### src/rtl/crossbar_pkg.sv
// ----------------------------------------------------------------------------
// crossbar_pkg
// Shared types and constants for the crossbar command sequencer.
//   OP_LOAD / OP_SWAP : command opcodes carried in cmd_t.op
//   state_t           : sequencer FSM states
//   DATA_W, NREG      : crossbar data width and register count
//   cmd_t             : packed command {op, sel, data} as stored in the FIFO
// ----------------------------------------------------------------------------
package crossbar_pkg;

   localparam int DATA_W = 8;
   localparam int NREG   = 4;
   localparam int SEL_W  = $clog2(NREG);

   localparam logic OP_LOAD = 1'b0;
   localparam logic OP_SWAP = 1'b1;

   typedef enum logic [1:0] {
      IDLE      = 2'd0,
      LOAD      = 2'd1,
      SWAP_W    = 2'd2,
      SWAP_WAIT = 2'd3
   } state_t;

   typedef struct packed {
      logic              op;
      logic [SEL_W-1:0]  sel;
      logic [DATA_W-1:0] data;
   } cmd_t;

   localparam int CMD_W = $bits(cmd_t);

endpackage

### src/rtl/crossbar_cmd_fifo.sv
// ----------------------------------------------------------------------------
// crossbar_cmd_fifo
// Small synchronous FIFO holding queued crossbar commands.
//   Clock, Reset    : rising-edge clock, asynchronous active-high reset
//   push, push_data : write request and entry (ignored while full)
//   pop             : read request (ignored while empty)
//   head            : entry at the read pointer, valid whenever !empty
//   full, empty     : occupancy flags (count==DEPTH / count==0)
//   count           : current occupancy, 0..DEPTH
// DEPTH must be a power of two >= 2 so the pointers wrap naturally.
// ----------------------------------------------------------------------------
module crossbar_cmd_fifo #(
   parameter int DEPTH = 4,
   parameter int WIDTH = 11
) (
   input  logic                     Clock,
   input  logic                     Reset,
   input  logic                     push,
   input  logic [WIDTH-1:0]         push_data,
   input  logic                     pop,
   output logic [WIDTH-1:0]         head,
   output logic                     full,
   output logic                     empty,
   output logic [$clog2(DEPTH):0]   count
);

   localparam int AW = $clog2(DEPTH);

   logic [WIDTH-1:0] mem [DEPTH];
   logic [AW-1:0]    wr_ptr_reg;
   logic [AW-1:0]    rd_ptr_reg;
   logic [AW:0]      count_reg;
   logic             do_push;
   logic             do_pop;

   assign full    = (count_reg == (AW+1)'(DEPTH));
   assign empty   = (count_reg == '0);
   assign count   = count_reg;
   assign do_push = push && !full;
   assign do_pop  = pop && !empty;
   assign head    = mem[rd_ptr_reg];

   // Storage is not reset: only the pointers and count define validity.
   always_ff @(posedge Clock) begin
      if (do_push) begin
         mem[wr_ptr_reg] <= push_data;
      end
   end

   always_ff @(posedge Clock or posedge Reset) begin
      if (Reset) begin
         wr_ptr_reg <= '0;
         rd_ptr_reg <= '0;
         count_reg  <= '0;
      end else begin
         if (do_push) begin
            wr_ptr_reg <= wr_ptr_reg + 1'b1;
         end
         if (do_pop) begin
            rd_ptr_reg <= rd_ptr_reg + 1'b1;
         end
         case ({do_push, do_pop})
            2'b10:   count_reg <= count_reg + 1'b1;
            2'b01:   count_reg <= count_reg - 1'b1;
            default: count_reg <= count_reg;
         endcase
      end
   end

endmodule

### src/rtl/crossbar_cmd_sequencer.sv
// ----------------------------------------------------------------------------
// crossbar_cmd_sequencer
// Buffers LOAD/SWAP commands and replays them onto the crossbar controls.
//   Clock, Reset               : rising-edge clock, async active-high reset
//   CmdValid/CmdReady          : command handshake (CmdReady = FIFO not full)
//   CmdOp, CmdSel, CmdData     : command opcode, target register, load value
//   Data, Extern, RinExt[1:4]  : crossbar load controls (active in LOAD only)
//   w                          : swap start pulse (SWAP_W only)
//   Busy                       : FSM not idle or commands queued
//   Done                       : last cycle of each command
//   Count                      : FIFO occupancy
// Optional: define CROSSBAR_CMD_SEQUENCER_STATS_EN to add LoadCount and
// SwapCount 16-bit wrapping event counters.
// ----------------------------------------------------------------------------
module crossbar_cmd_sequencer
   import crossbar_pkg::*;
#(
   parameter int DEPTH       = 4,
   parameter int SWAP_CYCLES = 3
) (
   input  logic                   Clock,
   input  logic                   Reset,
   input  logic                   CmdValid,
   output logic                   CmdReady,
   input  logic                   CmdOp,
   input  logic [SEL_W-1:0]       CmdSel,
   input  logic [DATA_W-1:0]      CmdData,
   output logic [DATA_W-1:0]      Data,
   output logic                   Extern,
   output logic [1:NREG]          RinExt,
   output logic                   w,
   output logic                   Busy,
   output logic                   Done,
`ifdef CROSSBAR_CMD_SEQUENCER_STATS_EN
   output logic [15:0]            LoadCount,
   output logic [15:0]            SwapCount,
`endif
   output logic [$clog2(DEPTH):0] Count
);

   localparam int CW = (SWAP_CYCLES > 1) ? $clog2(SWAP_CYCLES) : 1;

   state_t            state_reg;
   logic [SEL_W-1:0]  sel_reg;
   logic [DATA_W-1:0] data_reg;
   logic [CW-1:0]     wait_reg;

   cmd_t              in_cmd;
   cmd_t              head_cmd;
   logic              fifo_full;
   logic              fifo_empty;
   logic              fifo_pop;

   assign in_cmd   = '{op: CmdOp, sel: CmdSel, data: CmdData};
   assign CmdReady = !fifo_full;
   // The FIFO ignores pop while empty, so idle alone is the pop request.
   assign fifo_pop = (state_reg == IDLE);

   crossbar_cmd_fifo #(
      .DEPTH (DEPTH),
      .WIDTH (CMD_W)
   ) u_fifo (
      .Clock     (Clock),
      .Reset     (Reset),
      .push      (CmdValid),
      .push_data (in_cmd),
      .pop       (fifo_pop),
      .head      (head_cmd),
      .full      (fifo_full),
      .empty     (fifo_empty),
      .count     (Count)
   );

   // Sequencer FSM. The popped command's load fields are captured at the
   // same edge that leaves IDLE; the opcode only selects the next state.
   always_ff @(posedge Clock or posedge Reset) begin
      if (Reset) begin
         state_reg <= IDLE;
         sel_reg   <= '0;
         data_reg  <= '0;
         wait_reg  <= '0;
      end else begin
         case (state_reg)
            IDLE: begin
               if (!fifo_empty) begin
                  sel_reg  <= head_cmd.sel;
                  data_reg <= head_cmd.data;
                  state_reg <= (head_cmd.op == OP_SWAP) ? SWAP_W : LOAD;
               end
            end
            LOAD: begin
               state_reg <= IDLE;
            end
            SWAP_W: begin
               state_reg <= SWAP_WAIT;
               wait_reg  <= CW'(SWAP_CYCLES - 1);
            end
            SWAP_WAIT: begin
               if (wait_reg == '0) begin
                  state_reg <= IDLE;
               end else begin
                  wait_reg <= wait_reg - 1'b1;
               end
            end
            default: begin
               state_reg <= IDLE;
            end
         endcase
      end
   end

   // Outputs are pure decodes of registered state, so they never follow the
   // handshake inputs combinationally.
   assign Extern = (state_reg == LOAD);
   assign Data   = (state_reg == LOAD) ? data_reg : '0;
   assign w      = (state_reg == SWAP_W);
   assign Done   = (state_reg == LOAD) ||
                   ((state_reg == SWAP_WAIT) && (wait_reg == '0));
   assign Busy   = (state_reg != IDLE) || !fifo_empty;

   // RinExt[1] is R1 (sel 0) through RinExt[NREG] (sel NREG-1).
   for (genvar gi = 0; gi < NREG; gi++) begin : g_rin
      assign RinExt[gi+1] = (state_reg == LOAD) && (sel_reg == SEL_W'(gi));
   end

`ifdef CROSSBAR_CMD_SEQUENCER_STATS_EN
   logic [15:0] load_cnt_reg;
   logic [15:0] swap_cnt_reg;

   always_ff @(posedge Clock or posedge Reset) begin
      if (Reset) begin
         load_cnt_reg <= '0;
         swap_cnt_reg <= '0;
      end else begin
         if (state_reg == LOAD) begin
            load_cnt_reg <= load_cnt_reg + 16'd1;
         end
         if (state_reg == SWAP_W) begin
            swap_cnt_reg <= swap_cnt_reg + 16'd1;
         end
      end
   end

   assign LoadCount = load_cnt_reg;
   assign SwapCount = swap_cnt_reg;
`endif

endmodule

### config.mk
export PLATFORM = sky130hd
export DESIGN_NAME = crossbar_cmd_sequencer
export DESIGN_NICKNAME = d
export VERILOG_FILES = /design/src/rtl/crossbar_pkg.sv /design/src/rtl/crossbar_cmd_fifo.sv /design/src/rtl/crossbar_cmd_sequencer.sv
export SDC_FILE = /design/constraint.sdc
export NUM_CORES = 1
export LEC_CHECK = 0
export BUFFER_PORTS_ARGS = -buffer_cell sky130_fd_sc_hd__buf_4
export CORE_MARGIN = 10
export CORE_UTILIZATION = 50
export CTS_BUF_LIST = sky130_fd_sc_hd__clkbuf_16
export DETAILED_ROUTE_END_ITERATION = 8
export GPL_ROUTABILITY_DRIVEN = 0
export PLACE_DENSITY = 0.73
export SLEW_MARGIN = 10
export SYNTH_ARGS = -nofsm -noshare
export SYNTH_HDL_FRONTEND = slang
export SYNTH_SLANG_ARGS = --single-unit
export TNS_END_PERCENT = 10
### constraint.sdc
create_clock -name Clock -period 2.1 [get_ports Clock]
set_input_delay 0.315 -clock Clock [delete_from_list [all_inputs] [get_ports Clock]]
set_output_delay 0.315 -clock Clock [all_outputs]
set_load 0.05 [all_outputs]
# [After elaboration in Yosys (flattened, before gate mapping)]
# Memory sizes are Yosys's and may differ from the RTL's.
# Cells that the tools add are included.
[classes] n_addsub=5 eq_ne=12 reduce_logical=21 n_bitwise=1 n_mux=10
[ops] cell="equality test 2 bit, second input constant" count=5
[ops] cell="two-way mux 2 bit" count=4
[ops] cell="two-way mux 8 bit" count=1
[ops] cell="case mux 2 bit (4 select lines)" count=1
[ops] cell="logical AND 1 bit" count=7
[ops] cell="equality test 2 x 1 -> 1 bit, second input constant" count=3
[ops] cell="logical NOT 2 bit" count=3
[ops] cell="inequality test 2 bit, second input constant" count=3
[ops] cell="case mux 3 bit (2 select lines)" count=1
[ops] cell="AND reduction 2 bit" count=3
[ops] cell="nonzero test 2 bit" count=3
[ops] cell="adder 2 x 1 -> 2 bit, second input constant" count=2
[ops] cell="case mux 2 bit (2 select lines)" count=1
[ops] cell="adder 3 x 1 -> 3 bit, second input constant" count=1
[ops] cell="equality test 3 bit, second input constant" count=1
[ops] cell="logical NOT 3 bit" count=1
[ops] cell="subtractor 3 x 1 -> 3 bit, second input constant" count=1
[ops] cell="logical NOT 1 bit" count=2
[ops] cell="logical OR 1 bit" count=2
[ops] cell="two-way mux 1 bit" count=2
[ops] cell="subtractor 2 x 1 -> 2 bit, second input constant" count=1
[ops] cell="inverter 1 bit" count=1
[totals] n_memories=1 ram_bits=44 reg_bits=21 input_bits=14 elab_cells=57
[mem_list] name="u_fifo.mem" words=4 word_bits=11 rd=1 rd_clocked_by_memory_dff=0 wr=1 line_no="crossbar_cmd_fifo.sv:29" rtl="logic [WIDTH-1:0] mem [DEPTH];"

# [Logic depth before layout (Yosys ltp)]
# Gate-level depths: netlist (run 1).
[depth] ltp_word=5 depth_mapped=9 depth_no_buf=8

# [Modules after synthesis]
# From an unflattened synthesis (run 1), not the netlist that was laid out.
[unflattened] hier_cells=157 area_unflattened_um2=2748.9
[by_module_without_submodules] mod="crossbar_cmd_fifo" seq_area_each_um2=1496.4 area_per_inst_um2=2035.7 n_inst=1 cells_per_inst=95
[by_module_without_submodules] mod="crossbar_cmd_sequencer" seq_area_each_um2=350.3 area_per_inst_um2=713.2 n_inst=1 cells_per_inst=62

# [Worst setup path after synthesis (run 1)]
# OpenSTA, ideal clock, no wires.
[synth_timing] kind="register -> register" from="reg u_fifo.count_reg[0] (netlist: u_fifo.count[0])" to="reg u_fifo.count_reg[2] (netlist: u_fifo.count[2])" slack_ns=-0.385 period_less_slack_ns=2.485 stages_incl_launch_ff=10 t_arrival_ns=2.339 setup_ns=0.146 cell_sequence="dfrtp_1 > or3_4 > nand2_1 > clkbuf_8 > inv_1 > ha_1 > fa_1 > xnor2_1 > nor2_1 > xor2_1"
[synth_via] elab_chain_len=5
[synth_lines] item="from (decl)" line_no="crossbar_cmd_fifo.sv:32" rtl="logic [AW:0] count_reg;"
[synth_lines] item="from (signal assigned)" line_no="crossbar_cmd_fifo.sv:63" rtl="2'b10: count_reg <= count_reg + 1'b1;"
[synth_lines] item="from (signal assigned)" line_no="crossbar_cmd_fifo.sv:64" rtl="2'b01: count_reg <= count_reg - 1'b1;"
[synth_lines] item="from (signal assigned)" line_no="crossbar_cmd_fifo.sv:65" rtl="default: count_reg <= count_reg;"
[synth_lines] item="logical NOT 3 bit *" line_no="crossbar_cmd_fifo.sv:37" rtl="assign empty = (count_reg == '0);"
[synth_lines] item="logical NOT 1 bit *" line_no="crossbar_cmd_fifo.sv:40" rtl="assign do_pop = pop && !empty;"
[synth_lines] item="logical AND 1 bit *" line_no="crossbar_cmd_fifo.sv:40"
[synth_lines] item="net u_fifo.do_pop" line_no="crossbar_cmd_fifo.sv:34" rtl="logic do_pop;"
[synth_lines] item="equality test 2 x 1 -> 1 bit or equality test 2 bit (tied branches)" line_no="crossbar_cmd_fifo.sv:62" rtl="case ({do_push, do_pop})"
[synth_lines] item="case mux 3 bit (2 select lines) or nonzero test 2 bit (tied branches)"
# Mark *: on every way through the listed nets, which the timed path passes. The rest lies on a longest branch.
# A chain may end at the register's enable or synchronous reset.

# [Worst setup path after layout (run 1)]
[layout_timing] from="reg u_fifo.count_reg[1] (netlist: u_fifo.count[1])" to="reg u_fifo.count_reg[1] (netlist: u_fifo.count[1])"
[layout_via] elab_chain_len=5
[layout_lines] item="equality test 3 bit or logical NOT 3 bit (tied branches)" line_no="crossbar_cmd_fifo.sv:36, crossbar_cmd_fifo.sv:37"
[layout_lines] item="logical NOT 1 bit (on tied branches)" line_no="crossbar_cmd_fifo.sv:39, crossbar_cmd_fifo.sv:40"
[layout_lines] item="logical AND 1 bit (on tied branches)" line_no="crossbar_cmd_fifo.sv:39, crossbar_cmd_fifo.sv:40"
[layout_lines] item="equality test 2 x 1 -> 1 bit or equality test 2 bit (tied branches)" line_no="crossbar_cmd_fifo.sv:62"
[layout_lines] item="case mux 3 bit (2 select lines) or nonzero test 2 bit (tied branches)"
# Several ways; a longest one is shown, not always the timed one.

==> run summary, run 1 <==
Clock Skew: 0.00351 ns
Initial Util: 52.1%
Worst-path clk slew: 0.05 ns
Avg Vias per Cell: 5.32
Mapped Avg Cell Area: 17.6 µm²
most frequent cells in the layout: edfxtp_1, buf_4, dfrtp_1
num rows: 26
post-route design area: 3350 µm²
Detailed Routing Iterations Pass 1: 4
CP arrival: 2.28 ns
largest net degree at the start of global routing: 22
H-tree levels: 3
total number of vias: 1464
Max Freq: 483 MHz
commonest non-fill, non-tap cell in the layout: edfxtp_1
Setup Crit Path Kind: register to register
Lkg Pwr: 1.35 nW
RSZ-0062 raised after global routing: true
status: complete, no violations
worst flop-to-flop path endpoint: u_fifo.count[1]
Yosys cell types: 33
flop-to-flop setup slack: 0.03 ns
Final Max Slew Viols: 0
placed inst area: 3070 µm²
Max Cap Violations: 0
final WL: 5050 µm
Fillers: 389
Placement Setup Slack: 0.0350 ns
antenna fix cells: 0
Overall Global Routing Usage: 12.7%
Gate power share: 41.0%
Crit. End Element: register
fin crit share: 98.7%
TritonCTS Sinks: 65
# IOs: 34
clk buf depth: 2
CTS buffer count: 9
switching share of power: 36.3%
Post-DP HPWL: 3420 µm
# DRC: 0
#FFs+latches synth: 65
WL/cell: 18.4 µm
Worst-Margin Slew: 0.802 ns
P_int: 0.00359 W
GRT overflow: 0
Worst Reg-to-Reg Cells: 6
pwr dens: 1680 nW/µm²
Layout area overhead: 24.1%
Pwr Total: 0.00564 W
crit start category: register
latest clock arrival within the worst-skew pair: 0.32 ns
core area: 5170 µm²
CTS tree: yes
vias in the first global route: 1568
Die ar.: 8730 µm²
Crit Path Max Fanout: 6
sequential share of power: 36.5%
post-layout min period: 2.07 ns
R2R Path Start: u_fifo.count[1]
hold buffers post-CTS: 0
worst min path class: primary input to asynchronous set/reset pin
hold_ws: 0.151 ns
Die H: 93.4 µm
Multi-input gate area: 818 µm²
clock network power share: 22.5%
antenna violation net count after detailed routing: 0
Mapped Area: 2700 µm²
DRT iter0 DRCs: 52
syn nets: 174
layout cell share with drive strength beyond 1: 41.0%
Sw Pwr: 0.00205 W
I/O Buffers: 33
Worst Path Required: 2.30 ns
Max VDD drop: 0.812 mV
Final setup viols: 0
initial antenna violation count: 0
first-pass GRT wire length: 8260 µm
final hold violations: 0
Nets: 221
worst setup margin: 0.0281 ns
Rel. slew slack: 46.5%
CTS root buffer: clkbuf_16
Seq/Total Area, Yosys: 68.5%
sequential cell area: 1850 µm²
Cells after Synth: 153
Die X-Extent: 93.4 µm
Syn. warnings: 0
max FFs per register: 44
final core utilization: 64.7%
-- worst max-delay path by stage --
stage	start	to	slack (ns)
2_1_floorplan	u_fifo.count[2]	u_fifo.count[2]	-0.16
3_3_place_gp	u_fifo.count[1]	u_fifo.count[1]	0.11
3_5_place_dp	u_fifo.count[1]	u_fifo.count[1]	0.04
4_1_cts	u_fifo.count[1]	u_fifo.count[1]	0.03
5_1_grt	u_fifo.count[1]	u_fifo.count[1]	-0.01
6_report	u_fifo.count[1]	u_fifo.count[1]	0.03
-- layer usage --
metal / share of wire (%) / track usage [%] / up-vias
met5: 0 / 0 / -
met2: 51 / 20.5 / 46
li1: - / - / 667
met1: 40 / 14.4 / 743
met3: 6.9 / 5.68 / 8
met4: 1.6 / 5.40 / 0
-- power by group through the flow --
stage / clock, W / combinational (W) / sequential (W)
2_1_floorplan: 0 / 0.00164 / 0.00208
3_3_place_gp: 0 / 0.00220 / 0.00205
3_5_place_dp: 0 / 0.00228 / 0.00209
4_1_cts: 0.00129 / 0.00229 / 0.00207
5_1_grt: 0.00135 / 0.00248 / 0.00211
6_report: 0.00127 / 0.00231 / 0.00206
-- repair_timing --
| action | CTS | global route |
|---|---|---|
| endpoints found under the setup margin | 0 | 2 |
| buffers inserted | 0 | 2 |
| resized for setup | 0 | 2 |
-- cells in the mapped netlist (all sizes together) --
cell,count,area share (%)
edfxtp,44,49
dfrtp,21,19
mux2,12,5.2
mux4,11,9.6
and2,10,2.4
inv,9,1.3
ha,6,2.8
nor2,6,0.84
and3,5,1.2
xnor2,5,1.6
nand2,4,0.56
clkbuf,3,0.79
a21oi,1,0.19
a22o,1,0.32
a22oi,1,0.28
and3b,1,0.32
buf,1,0.42
fa,1,0.74
nand2b,1,0.23
nand3,1,0.19
nor2b,1,0.23
nor3,1,0.19
nor3b,1,0.28
o21a,1,0.28
o21ai,1,0.19
o2bb2ai,1,0.32
or3,1,0.42
or3b,1,0.42
xor2,1,0.32
-- logic make-up after synthesis --
kind of cell    after synthesis  synth area share [%]
mux                          23                  14.8
compound gates                6                  1.58
simple gates                 33                  7.24
fa+ha+maj                     7                  3.53
xor+xnor                      6                  1.95
buf+inv                      13                  2.46
flops                        65                  68.5
-- layout make-up --
| type | instances | area share (%) |
|---|---|---|
| clock buffer | 9 | 6.73 |
| tap | 70 | 2.62 |
| timing repair buffer | 40 | 8.98 |
| multi-input combinational | 75 | 24.5 |
| inverter | 9 | 1.01 |
| sequential | 65 | 55.3 |
| clock inverter | 7 | 0.898 |
-- per-stage QoR --
stage / setup TNS, ns / instances
floorplan: -0.313 / 153
global placement: 0 / 257
detailed placement: 0 / 257
CTS: 0 / 273
global route: -0.0137 / 275
finish: 0 / 275
-- critical path, cell delays in order, from the launching register on --
cell and delay (ns):
dfrtp_2 0.43, or3b_4 0.41, and2_4 0.16, inv_1 0.08
ha_4 0.16, fa_2 0.43, mux2_2 0.27
(Power assumes the default switching activity.)
==> inputs of run 2 (changes only) <==
PLACE_DENSITY = 0.84   (was 0.73)
==> run 2 against run 1 <==
Combinational power is 3% lower. Critical endpoint unchanged. Sequential power hardly changed. Clock skew is 0.0026 ns higher. Routed wire length is 8.0% lower.
==> run summary, run 2 (synthesized netlist as in run 1, its figures left out) <==
largest net degree at the start of global routing: 22 (unchanged)
post-layout min period: 2.01 ns (was 2.07 ns)
Die H: 93.4 µm (unchanged)
layout cell share with drive strength beyond 1: 41.2% (was 41.0%)
Overall Global Routing Usage: 11.6% (was 12.7%)
commonest non-fill, non-tap cell in the layout: edfxtp_1 (unchanged)
RSZ-0062 raised after global routing: false (was true)
Layout area overhead: 24.5% (was 24.1%)
Max Freq: 498 MHz (was 483 MHz)
TritonCTS Sinks: 65 (unchanged)
I/O Buffers: 33 (unchanged)
CTS tree: yes (unchanged)
Worst-Margin Slew: 0.632 ns (was 0.802 ns)
Pwr Total: 0.00565 W (was 0.00564 W)
P_int: 0.00367 W (was 0.00359 W)
first-pass GRT wire length: 7670 µm (was 8260 µm)
Sw Pwr: 0.00198 W (was 0.00205 W)
fin crit share: 95.6% (was 98.7%)
pwr dens: 1680 nW/µm² (about the same)
Worst Path Required: 2.30 ns (about the same)
initial antenna violation count: 0 (unchanged)
Max VDD drop: 0.961 mV (was 0.812 mV)
Detailed Routing Iterations Pass 1: 4 (unchanged)
Max Cap Violations: 0 (unchanged)
worst min path class: primary input to asynchronous set/reset pin (unchanged)
core area: 5170 µm² (unchanged)
sequential share of power: 36.1% (was 36.5%)
WL/cell: 16.9 µm (was 18.4 µm)
clk buf depth: 2 (unchanged)
Fin Setup TNS: 0 ns (unchanged)
Setup Crit Path Kind: register to register (unchanged)
Avg Vias per Cell: 5.16 (was 5.32)
Die X-Extent: 93.4 µm (unchanged)
Worst Reg-to-Reg Cells: 6 (unchanged)
DRT iter0 DRCs: 93 (was 52)
clock network power share: 24.4% (was 22.5%)
crit start category: register (unchanged)
# IOs: 34 (unchanged)
# DRC: 0 (unchanged)
vias in the first global route: 1537 (was 1568)
status: complete, no violations (unchanged)
latest clock arrival within the worst-skew pair: 0.32 ns (about the same)
Nets: 220 (was 221)
total number of vias: 1415 (was 1464)
flop-to-flop setup slack: 0.09 ns (was 0.03 ns)
CP arrival: 2.20 ns (was 2.28 ns)
Worst-path clk slew: 0.05 ns (about the same)
GRT overflow: 0 (unchanged)
Die ar.: 8730 µm² (unchanged)
H-tree levels: 3 (unchanged)
Clock Skew: 0.00613 ns (was 0.00351 ns)
Final setup viols: 0 (unchanged)
CTS buffer count: 9 (unchanged)
switching share of power: 35.1% (was 36.3%)
final WL: 4640 µm (was 5050 µm)
Gate power share: 39.5% (was 41.0%)
Fillers: 358 (was 389)
most frequent cells in the layout: edfxtp_1, buf_4, dfrtp_1 (unchanged)
hold buffers post-CTS: 0 (unchanged)
Rel. slew slack: 57.8% (was 46.5%)
post-CTS setup repair buffer count: 0 (unchanged)
Lkg Pwr: 1.36 nW (was 1.35 nW)
Crit Path Max Fanout: 6 (unchanged)
max FFs per register: 44 (unchanged)
post-cts sizing count: 0 (unchanged)
antenna violation net count after detailed routing: 0 (unchanged)
Final Max Slew Viols: 0 (unchanged)
num rows: 26 (unchanged)
Post-DP HPWL: 3090 µm (was 3420 µm)
Initial Util: 52.1% (unchanged)
antenna fix cells: 0 (unchanged)
CTS root buffer: clkbuf_16 (unchanged)
final hold violations: 0 (unchanged)
Crit. End Element: register (unchanged)
==> run 2: metrics by stage <==
stage	cell area, µm²	hold slack [ns]	util [%]	setup slack (ns)	instances
floorplan	2730	0.291	-	-0.159	153
global placement	3070	0.373	59.4	0.103	258
detailed placement	3070	0.377	59.4	0.0536	258
CTS	3350	0.0334	64.9	0.00816	274
global route	3360	0.0416	64.9	0.00406	274
finish	3360	0.0340	64.9	0.0920	274
==> run 2: layout make-up <==
| class | count | area, µm² | area share [%] |
|---|---|---|---|
| clock buffer | 9 | 225 | 6.71 |
| clock inverter | 7 | 56.3 | 1.68 |
| inverter | 9 | 33.8 | 1.01 |
| multi-input combinational | 75 | 811 | 24.2 |
| sequential | 65 | 1850 | 55.1 |
| tap | 70 | 87.6 | 2.61 |
| timing repair buffer | 39 | 293 | 8.72 |
==> run 2: worst paths after layout <==
path | to | startpoint
min | u_fifo.wr_ptr_reg[0] | Reset
max | u_fifo.count[1] | u_fifo.count[1]
min in group Clock | u_fifo.mem[2][0] | CmdData[0]
min reg2reg | data_reg[0] | data_reg[0]
max in group asynchronous | u_fifo.count[1] | Reset
max reg2reg | u_fifo.count[1] | u_fifo.count[1]
==> run 2: per-layer routing <==
layer  part of all wire, %  vias to the layer above  wire length, µm  GRT usage, %
met3                   7.0                        7              327          5.44
li1                      -                      665                -             -
met1                    42                      704             1960          13.2
met4                   1.2                        0               55          4.24
met5                     0                        -                0             0
met2                    50                       39             2300          18.8
==> run 2: critical path, stage by stage (launching register included) <==
cell     delay [ns]
dfrtp_2        0.44
or3b_4         0.41
and2_4         0.16
inv_2          0.06
ha_4           0.14
fa_2           0.41
mux2_2         0.27
==> run 2: power groups by stage <==
stage	Combinational [W]	Clock, W	Sequential (W)
after floorplan	0.00164	0	0.00208
after global placement	0.00220	0	0.00204
after detailed placement	0.00225	0	0.00206
after CTS	0.00228	0.00141	0.00205
after global routing	0.00242	0.00147	0.00210
final	0.00223	0.00138	0.00204
